===== src/rtl/sar_search_ctrl.sv =====
// sar_search_ctrl: successive-approximation search controller.
// Drives the trial operand (comparator input A) against an unknown target
// (comparator input B) and resolves the target MSB-first, one bit per cycle.
// Optional feature macro: SAR_EARLY_EXIT_EN -- when defined, a clean eq flag
// ends the search immediately instead of running all WIDTH tests.
module sar_search_ctrl #(
  parameter int WIDTH = 4
) (
  input  logic             clk,
  input  logic             rst,
  input  logic             start,
  input  logic             cmp_lt,
  input  logic             cmp_eq,
  input  logic             cmp_gt,
  output logic [WIDTH-1:0] trial,
  output logic             busy,
  output logic             done,
  output logic [WIDTH-1:0] result,
  output logic             found,
  output logic             err
);

  localparam int IW = (WIDTH > 1) ? $clog2(WIDTH) : 1;

  typedef enum logic [1:0] {
    IDLE = 2'd0,
    TEST = 2'd1,
    DONE = 2'd2
  } state_t;

  state_t           state, next_state;
  logic [WIDTH-1:0] acc;
  logic [IW-1:0]    idx;
  logic [WIDTH-1:0] test_bit;
  logic [WIDTH-1:0] test_acc;
  logic             flags_ok;

  // Candidate bit under test and the flag sanity check.
  assign test_bit = WIDTH'(1) << idx;
  assign flags_ok = ({cmp_lt, cmp_eq, cmp_gt} == 3'b100) ||
                    ({cmp_lt, cmp_eq, cmp_gt} == 3'b010) ||
                    ({cmp_lt, cmp_eq, cmp_gt} == 3'b001);

  // Accumulator value after the current test: keep the bit when trial <= target,
  // drop it when trial > target, wipe everything on a corrupt flag set.
  always_comb begin
    test_acc = acc;
    if (!flags_ok)
      test_acc = '0;
    else if (cmp_lt || cmp_eq)
      test_acc = acc | test_bit;
  end

  // State register.
  always_ff @(posedge clk) begin
    // NOTE: sequential state uses non-blocking assignments so every register
    // samples pre-edge values, independent of statement order.
    if (rst)
      state <= IDLE;
    else
      state <= next_state;
  end

  // Next-state logic.
  always_comb begin
    // NOTE: default assignment first so no path leaves next_state unassigned,
    // which would otherwise infer a latch.
    next_state = state;
    case (state)
      IDLE: if (start) next_state = TEST;
      TEST: begin
        if (!flags_ok || idx == '0)
          next_state = DONE;
`ifdef SAR_EARLY_EXIT_EN
        else if (cmp_eq)
          next_state = DONE;
`endif
      end
      DONE:    next_state = IDLE;
      default: next_state = IDLE;
    endcase
  end

  // Output decode: trial is only non-zero while testing, so trial 0 never
  // reaches the comparator during a search.
  always_comb begin
    trial = '0;
    busy  = 1'b0;
    done  = 1'b0;
    case (state)
      TEST: begin
        trial = acc | test_bit;
        busy  = 1'b1;
      end
      DONE:    done = 1'b1;
      default: ;
    endcase
  end

  // Search datapath: accumulator, bit index and the reported status.
  // result is loaded on the edge that enters DONE, so it is already valid
  // while the done pulse is high and equals acc for the whole DONE cycle.
  always_ff @(posedge clk) begin
    if (rst) begin
      acc    <= '0;
      idx    <= '0;
      result <= '0;
      found  <= 1'b0;
      err    <= 1'b0;
    end else begin
      case (state)
        IDLE: begin
          if (start) begin
            acc    <= '0;
            idx    <= IW'(WIDTH - 1);
            result <= '0;
            found  <= 1'b0;
            err    <= 1'b0;
          end
        end
        TEST: begin
          acc <= test_acc;
          if (!flags_ok)
            err <= 1'b1;
          else if (cmp_eq)
            found <= 1'b1;
          if (idx != '0)
            idx <= idx - 1'b1;
          if (next_state == DONE)
            result <= test_acc;
        end
        default: ;
      endcase
    end
  end

endmodule


===== config.mk =====
export PLATFORM = sky130hd
export DESIGN_NAME = sar_search_ctrl
export DESIGN_NICKNAME = d
export VERILOG_FILES = /design/src/rtl/sar_search_ctrl.sv
export SDC_FILE = /design/constraint.sdc
export NUM_CORES = 1
export LEC_CHECK = 0
export CORE_UTILIZATION = 47
export CTS_CLUSTER_DIAMETER = 100
export DETAILED_ROUTE_END_ITERATION = 12
export PLACE_DENSITY = 0.82
export SYNTH_ARGS = -nofsm -noshare
export SYNTH_HDL_FRONTEND = slang
export SYNTH_SLANG_ARGS = --single-unit
export TNS_END_PERCENT = 5

===== constraint.sdc =====
create_clock -name clk -period 1.6 [get_ports clk]
set_clock_uncertainty 0.05 [all_clocks]
set_input_delay 0.32 -clock clk [delete_from_list [all_inputs] [get_ports clk]]
set_output_delay 0.32 -clock clk [all_outputs]
set_load 0.01 [all_outputs]

==> results of run 1 <==
-- critical path, stage by stage --
cell and delay, ns:
sky130_fd_sc_hd__clkdlybuf4s50_1 0.57, sky130_fd_sc_hd__xor2_4 0.28, sky130_fd_sc_hd__a211oi_4 0.36, sky130_fd_sc_hd__o22ai_1 0.13
-- cells by family (layout without fill, tap and decap cells) --
logic type | Yosys count | count (layout)
flops | 14 | 14
compound gates | 27 | 27
xor+xnor | 1 | 1
fa+ha+maj | 4 | 4
simple gates | 30 | 30
buf+inv | 9 | 37
-- sequential cells by signal (all words and copies together) (netlist names) --
signal,count
found,1
err,1
acc,4
state,2
result,4
idx,2
-- metrics by stage --
step	power (W)	cell area, um2
2_1_floorplan	0.0005435	767.0
3_3_place_gp	0.0006603	1020
3_5_place_dp	0.0006642	1020
4_1_cts	0.0009258	1071
5_1_grt	0.0009849	1090
6_report	0.0009332	1090
-- per-layer routing --
metal | GRT usage | vias up | share of wire
met3 | 0.02586 | 2 | 0.046
met1 | 0.2752 | 335 | 0.45
li1 | - | 365 | -
met4 | 0.09375 | 0 | 0.013
met5 | 0 | - | 0
met2 | 0.3538 | 26 | 0.49
-- cell usage after synthesis (2+ instances only) --
library cell	n
sky130_fd_sc_hd__o21a_1	2
sky130_fd_sc_hd__nand2b_1	3
sky130_fd_sc_hd__a21oi_1	6
sky130_fd_sc_hd__nor2_1	9
sky130_fd_sc_hd__dfxtp_1	14
sky130_fd_sc_hd__nand3_1	9
sky130_fd_sc_hd__inv_1	6
sky130_fd_sc_hd__o31ai_2	4
sky130_fd_sc_hd__ha_1	4
sky130_fd_sc_hd__o22ai_1	4
sky130_fd_sc_hd__nor2b_1	2
sky130_fd_sc_hd__or3b_1	2
sky130_fd_sc_hd__clkbuf_1	2
-- power by group through the flow --
stage	registers, W	logic [W]	clock network [W]
6_report	0.000388	0.000289	0.000256
5_1_grt	0.000392	0.000315	0.000279
4_1_cts	0.000387	0.000275	0.000264
3_5_place_dp	0.000392	0.000272	0
3_3_place_gp	0.000390	0.000270	0
2_1_floorplan	0.000395	0.000149	0
-- cell type report --
type                    instances  area [um2]
clock buffers                   4       36.28
repair buffers                 27       222.7
flip-flops and latches         14       287.8
well taps                      16       20.02
multi-input cells              62       500.5
fillers                       128       416.7
inverters                       6       22.52
-- timing repair --
item                                    4_1_cts  5_1_grt
hold buffers                                  0        0
endpoints found under the setup margin       12       11
pin swaps                                     0        4
endpoints found under the hold margin         0        0
gates resized for setup                      17       15
-- final timing paths --
kind                             start        end  slack [ns]  depth (start not counted)
worst min-delay path             found      found        0.40                          2
worst max-delay path            cmp_eq  result[3]        0.05                          4
worst max register to register  idx[1]   state[1]        0.09                          6
worst min register to register   found      found        0.40                          2
==> flow_metrics.env, run 1 <==
export IMPL_run_status="finished clean"
export IMPL_cts_tree="built"
export IMPL_post_synth_main_area_contributors="sky130_fd_sc_hd__dfxtp_1 37%, sky130_fd_sc_hd__ha_1 6.5%, sky130_fd_sc_hd__o31ai_2 6.5%"
export IMPL_cp_data_arrival_time_ns=1.66
export IMPL_shortest_period_the_worst_path_allows_ns=1.549
export IMPL_timing_hold_violations_final=0
export IMPL_cp_required_ns=1.71
export IMPL_ioPinCount=18
export IMPL_ys_ff_latch=14
export IMPL_synth_compound_gate_area_share=0.2904
export IMPL_cap_violations=0
export IMPL_layout_drive_gt1_share=0.3186
export IMPL_layout_cells_most_common_list="12 x sky130_fd_sc_hd__dfxtp_1, 11 x sky130_fd_sc_hd__clkdlybuf4s50_1, 10 x sky130_fd_sc_hd__buf_4"
export IMPL_yosys_cell_types_count=31
export IMPL_route_antenna_remaining_nets=0
export IMPL_finalWorstSetupSlack_ns=0.05054
export IMPL_wl_mm=1.784
export IMPL_grt_ovfl_total=0
export IMPL_diodes=0
export IMPL_final_setup_violation_count=0
export IMPL_netSwitchingPower_w=0.0002940
export IMPL_synth_largest_area_cell="sky130_fd_sc_hd__dfxtp_1"
export IMPL_layout_cells_most_common="sky130_fd_sc_hd__dfxtp_1"
export IMPL_drt_vias_per_instance=5.643
export IMPL_synth_mux_area_frac=0
export IMPL_max_clock_path_buffers=2
export IMPL_setup_worst_path_end_class="register"
export IMPL_grt_pass1_wl_mm=2.884
export IMPL_io_port_bufs=17
export IMPL_worst_case_headroom_to_the_max_slew_limit=0.7804
export IMPL_worst_skew_pair_late_latency_ns=0.28
export IMPL_stdcell_count=129
export IMPL_place_gp_congestion=0.8384
export IMPL_switching_share=0.3150
export IMPL_synth_sequential_area_ratio=0.3654
export IMPL_pre_cts_ws_ns=-0.2509
export IMPL_core_box_area_mm2=0.001506
export IMPL_area_growth_syn_to_layout_pct=42.09
export IMPL_grt_antenna_before_repair=0
export IMPL_htree_levels=1
export IMPL_tritoncts_num_sinks=14
export IMPL_synthesis_yosys_warnings=0
export IMPL_launching_element_type_of_the_critical_path="input port"
export IMPL_fmaxAchievable_mhz=645.4
export IMPL_start_util=0.5091
export IMPL_netlist_instances=85
export IMPL_post_route_util=0.7234
export IMPL_setup_repair_after_global_routing_missed_its_margin="true"
export IMPL_final_setup_tns_ns=0
export IMPL_vias=728
export IMPL_cts_made_buffers=3
export IMPL_grt_start_max_net_pins=12
export IMPL_cts_repair_timing_setup_buffer_count=0
export IMPL_chipWidth_um=42.40
export IMPL_floorplan_die_area_mm2=0.001797
export IMPL_power_leakage_nw=0.4187
export IMPL_hold_path_class="reg -> reg"
export IMPL_report_final_slew_viol_count=0
export IMPL_post_synth_cell_area_avg_um2=9.023
export IMPL_syn_area_um2=767.0
export IMPL_synth_flop_cell="sky130_fd_sc_hd__dfxtp_1"
export IMPL_worst_path_max_fanout=5
export IMPL_worst_setup_path_type="in -> reg"
export IMPL_post_synth_top_area_fraction=0.3654
export IMPL_worst_hold_slack_ns=0.3988
export IMPL_post_dp_hpwl_mm=1.246
export IMPL_synth_adder_area_share=0.06525
export IMPL_seqPwrFrac=0.416
export IMPL_final_net_count=124
export IMPL_dpl_cell_count=125
export IMPL_clk_root_buffer_cell="sky130_fd_sc_hd__clkbuf_4"
export IMPL_count_of_routing_violations_after_the_opening_detailed_route_iteration=16
export IMPL_main_combinational_cell_family_by_area_after_synthesis="compound AO/OA/AOI/OAI gates"
export IMPL_first_global_vias=663
export IMPL_dr_pass1_iters=4
export IMPL_ir_drop_mv=0.6481
export IMPL_cellPowerDensity_mw_per_mm2=856.3
export IMPL_globalRouteTotalUtil=0.2127
export IMPL_layout_worst_path_cycle_share=0.9684
export IMPL_worst_slew_pin_slew_ns=0.3283
export IMPL_clkTransAtPathRegs_ns=0.08
export IMPL_placementRows=14
export IMPL_postSynthNetCount=95
export IMPL_combinationalPowerShare=0.309
export IMPL_detail_route_wl_per_cell_um=13.83
export IMPL_power_clock_fraction=0.274
export IMPL_post_synth_and_or_nand_nor_area_fraction=0.2121
export IMPL_die_h_um=42.40
export IMPL_synth_enable_flop_cells=0
export IMPL_synth_xor_area_share=0.02121
export IMPL_power_report_internal_total_w=0.0006392
export IMPL_drcViolationCount=0
export IMPL_synthArstFlopShare=0
No activity file was read; power rests on OpenSTA's default activity.
==> run 2, diff against run 1 <==
MAX_ROUTING_LAYER = met4   (was unset)
==> results of run 2 <==
The final DEF is identical to that of run 1; final timing and power are the same.
Main changes from that run: final weighted congestion in routability-driven placement 0.8384 -> 0.8514; via count of the first global-routing pass 663 -> 665; overall routing resource usage 0.2127 -> 0.2186
==> run 3, diff against run 2 <==
CORE_UTILIZATION = 51   (was 47)
PLACE_DENSITY = 0.87   (was 0.82)
clock period = 1.99 ns   (was 1.6 ns; I/O delays follow)
==> flow_metrics.env, run 3 (synthesis gave the netlist of run 1 again) <==
export IMPL_cp_required_ns=1.54
export IMPL_cellPowerDensity_mw_per_mm2=712.2
export IMPL_clkTransAtPathRegs_ns=0.09
export IMPL_cap_violations=0
export IMPL_critical_path_reg2reg_endpoint="state[1]"
export IMPL_grt_pass1_wl_mm=2.911
export IMPL_post_dp_hpwl_mm=1.358
export IMPL_critical_path_max_stage_delay_ns=0.53
export IMPL_floorplan_die_area_mm2=0.001663
export IMPL_clk_root_buffer_cell="sky130_fd_sc_hd__clkbuf_4"
export IMPL_die_h_um=40.78
export IMPL_layout_filler_cells=99
export IMPL_drt_vias_per_instance=5.992
export IMPL_drcViolationCount=0
export IMPL_final_setup_tns_ns=0
export IMPL_final_net_count=119
export IMPL_final_setup_violation_count=0
export IMPL_io_port_bufs=17
export IMPL_master_of_the_slowest_instance_on_the_critical_path="sky130_fd_sc_hd__clkdlybuf4s50_1"
export IMPL_worst_hold_stages=2
export IMPL_shortest_period_the_worst_path_allows_ns=1.880
export IMPL_worst_skew_pair_late_latency_ns=0.29
export IMPL_setup_worst_path_end_class="output port"
export IMPL_place_gp_congestion=0.8570
export IMPL_cp_data_arrival_time_ns=1.43
export IMPL_fmaxAchievable_mhz=531.9
export IMPL_layout_cells_most_common_list="12 x sky130_fd_sc_hd__dfxtp_1, 12 x sky130_fd_sc_hd__clkdlybuf4s50_1, 9 x sky130_fd_sc_hd__nor2_1, 9 x sky130_fd_sc_hd__nand3_1"
export IMPL_tritoncts_num_sinks=14
export IMPL_dr_pass1_iters=4
export IMPL_htree_levels=1
export IMPL_globalRouteTotalUtil=0.2826
export IMPL_timing_hold_violations_final=0
export IMPL_grt_ovfl_total=0
export IMPL_wl_mm=1.865
export IMPL_count_of_routing_violations_after_the_opening_detailed_route_iteration=11
export IMPL_holdCritStartpoint="found"
export IMPL_timing_reg2reg_setup_slack_ns=0.35
export IMPL_power_leakage_nw=0.4284
export IMPL_path_buf_inv=2
export IMPL_grt_start_max_net_pins=13
export IMPL_worst_slew_pin_slew_ns=0.4127
export IMPL_ioPinCount=18
export IMPL_seq_area_um2=282.8
export IMPL_worst_r2r_cell_count=6
export IMPL_worst_path_max_fanout=7
export IMPL_layout_worst_path_cycle_share=0.9447
export IMPL_worst_case_headroom_to_the_max_slew_limit=0.7230
export IMPL_vias=737
export IMPL_chipWidth_um=40.78
export IMPL_area_growth_syn_to_layout_pct=34.10
export IMPL_cpLargestDelayFamily="buffers and inverters"
export IMPL_detail_route_wl_per_cell_um=15.16
export IMPL_cts_tree="built"
export IMPL_timing_hold_worst_endpoint="found"
export IMPL_hold_path_class="reg -> reg"
export IMPL_cts_made_buffers=3
export IMPL_setup_repair_after_global_routing_missed_its_margin="false"
export IMPL_run_status="finished clean"
export IMPL_ir_drop_mv=0.4079
export IMPL_start_util=0.5681
export IMPL_route_antenna_remaining_nets=0
export IMPL_timing_rr_start="idx[0]"
export IMPL_multi_input_combinational_cell_area_um2=459.2
export IMPL_placementRows=13
export IMPL_cts_hold_repair_buffers=0
export IMPL_launching_element_type_of_the_critical_path="register"
export IMPL_report_final_slew_viol_count=0
export IMPL_power_total_w=0.0007325
export IMPL_first_global_vias=674
export IMPL_grt_antenna_before_repair=0
export IMPL_top_regs="acc (4), result (4)"
export IMPL_core_box_area_mm2=0.001350
export IMPL_dpl_cell_area_um2=980.9
export IMPL_worst_setup_path_type="reg -> out"
export IMPL_cp_cell_sequence="buf_4 > nor2b_1 > clkdlybuf4s50_1"
export IMPL_layout_cell_area_excl_fill_mm2=0.001028
export IMPL_layout_drive_gt1_share=0.1759
export IMPL_diodes=0
export IMPL_max_clock_path_buffers=2
-- run 3: worst max-delay path by stage --
stage / start / to / slack (ns) / cells past startpoint
4_1_cts: idx[1] / trial[3] / 0.01 / 4
6_report: state[0] / done / 0.11 / 3
3_5_place_dp: cmp_eq / acc[0] / 0.04 / 4
5_1_grt: state[0] / done / 0.02 / 3
3_3_place_gp: cmp_eq / acc[2] / 0.11 / 4
2_1_floorplan: idx[0] / state[1] / 0.56 / 5
-- run 3: cell type report --
| cell class | instances | area share |
|---|---|---|
| Clock buffer | 4 | 0.03528 |
| Sequential cell | 14 | 0.2749 |
| Multi-Input combinational cell | 62 | 0.4465 |
| Inverter | 6 | 0.02190 |
| Timing Repair Buffer | 22 | 0.2032 |
| Tap cell | 15 | 0.01825 |
-- run 3: metrics by stage --
stage,cells,setup WS (ns),util,hold slack (ns)
finish,123,0.1100,0.7618,0.3989
global route,123,0.02471,0.7618,0.4178
CTS,123,0.01416,0.7572,0.4047
detailed placement,119,0.03784,0.7266,0.3916
global placement,119,0.1121,0.7266,0.3868
floorplan,85,0.5584,-,0.4168
-- run 3: what timing repair did --
action | in CTS | in global routing
resized for setup | 6 | 3
endpoints found under the setup margin | 5 | 2
buffers inserted | 0 | 0
-- run 3: power by group --
part / internal, W / total (W) / switching, W
sequential: 0.000298 / 0.000312 / 0.0000143
combinational: 0.0000898 / 0.000210 / 0.000120
clock: 0.000112 / 0.000211 / 0.0000993
total: 0.000499 / 0.000732 / 0.000233
-- run 3: routing by layer --
metal	vias to the layer above	track usage	share of wire
met4	0	0.1583	0.026
li1	357	-	-
met1	345	0.3300	0.45
met2	28	0.4453	0.47
met5	-	-	0
met3	7	0.05978	0.051
-- run 3: tightest hold or removal path, cell delays in order, from the launching register on --
cell                      delay, ns
sky130_fd_sc_hd__dfxtp_1       0.32
sky130_fd_sc_hd__inv_1         0.05
sky130_fd_sc_hd__a21oi_1       0.05
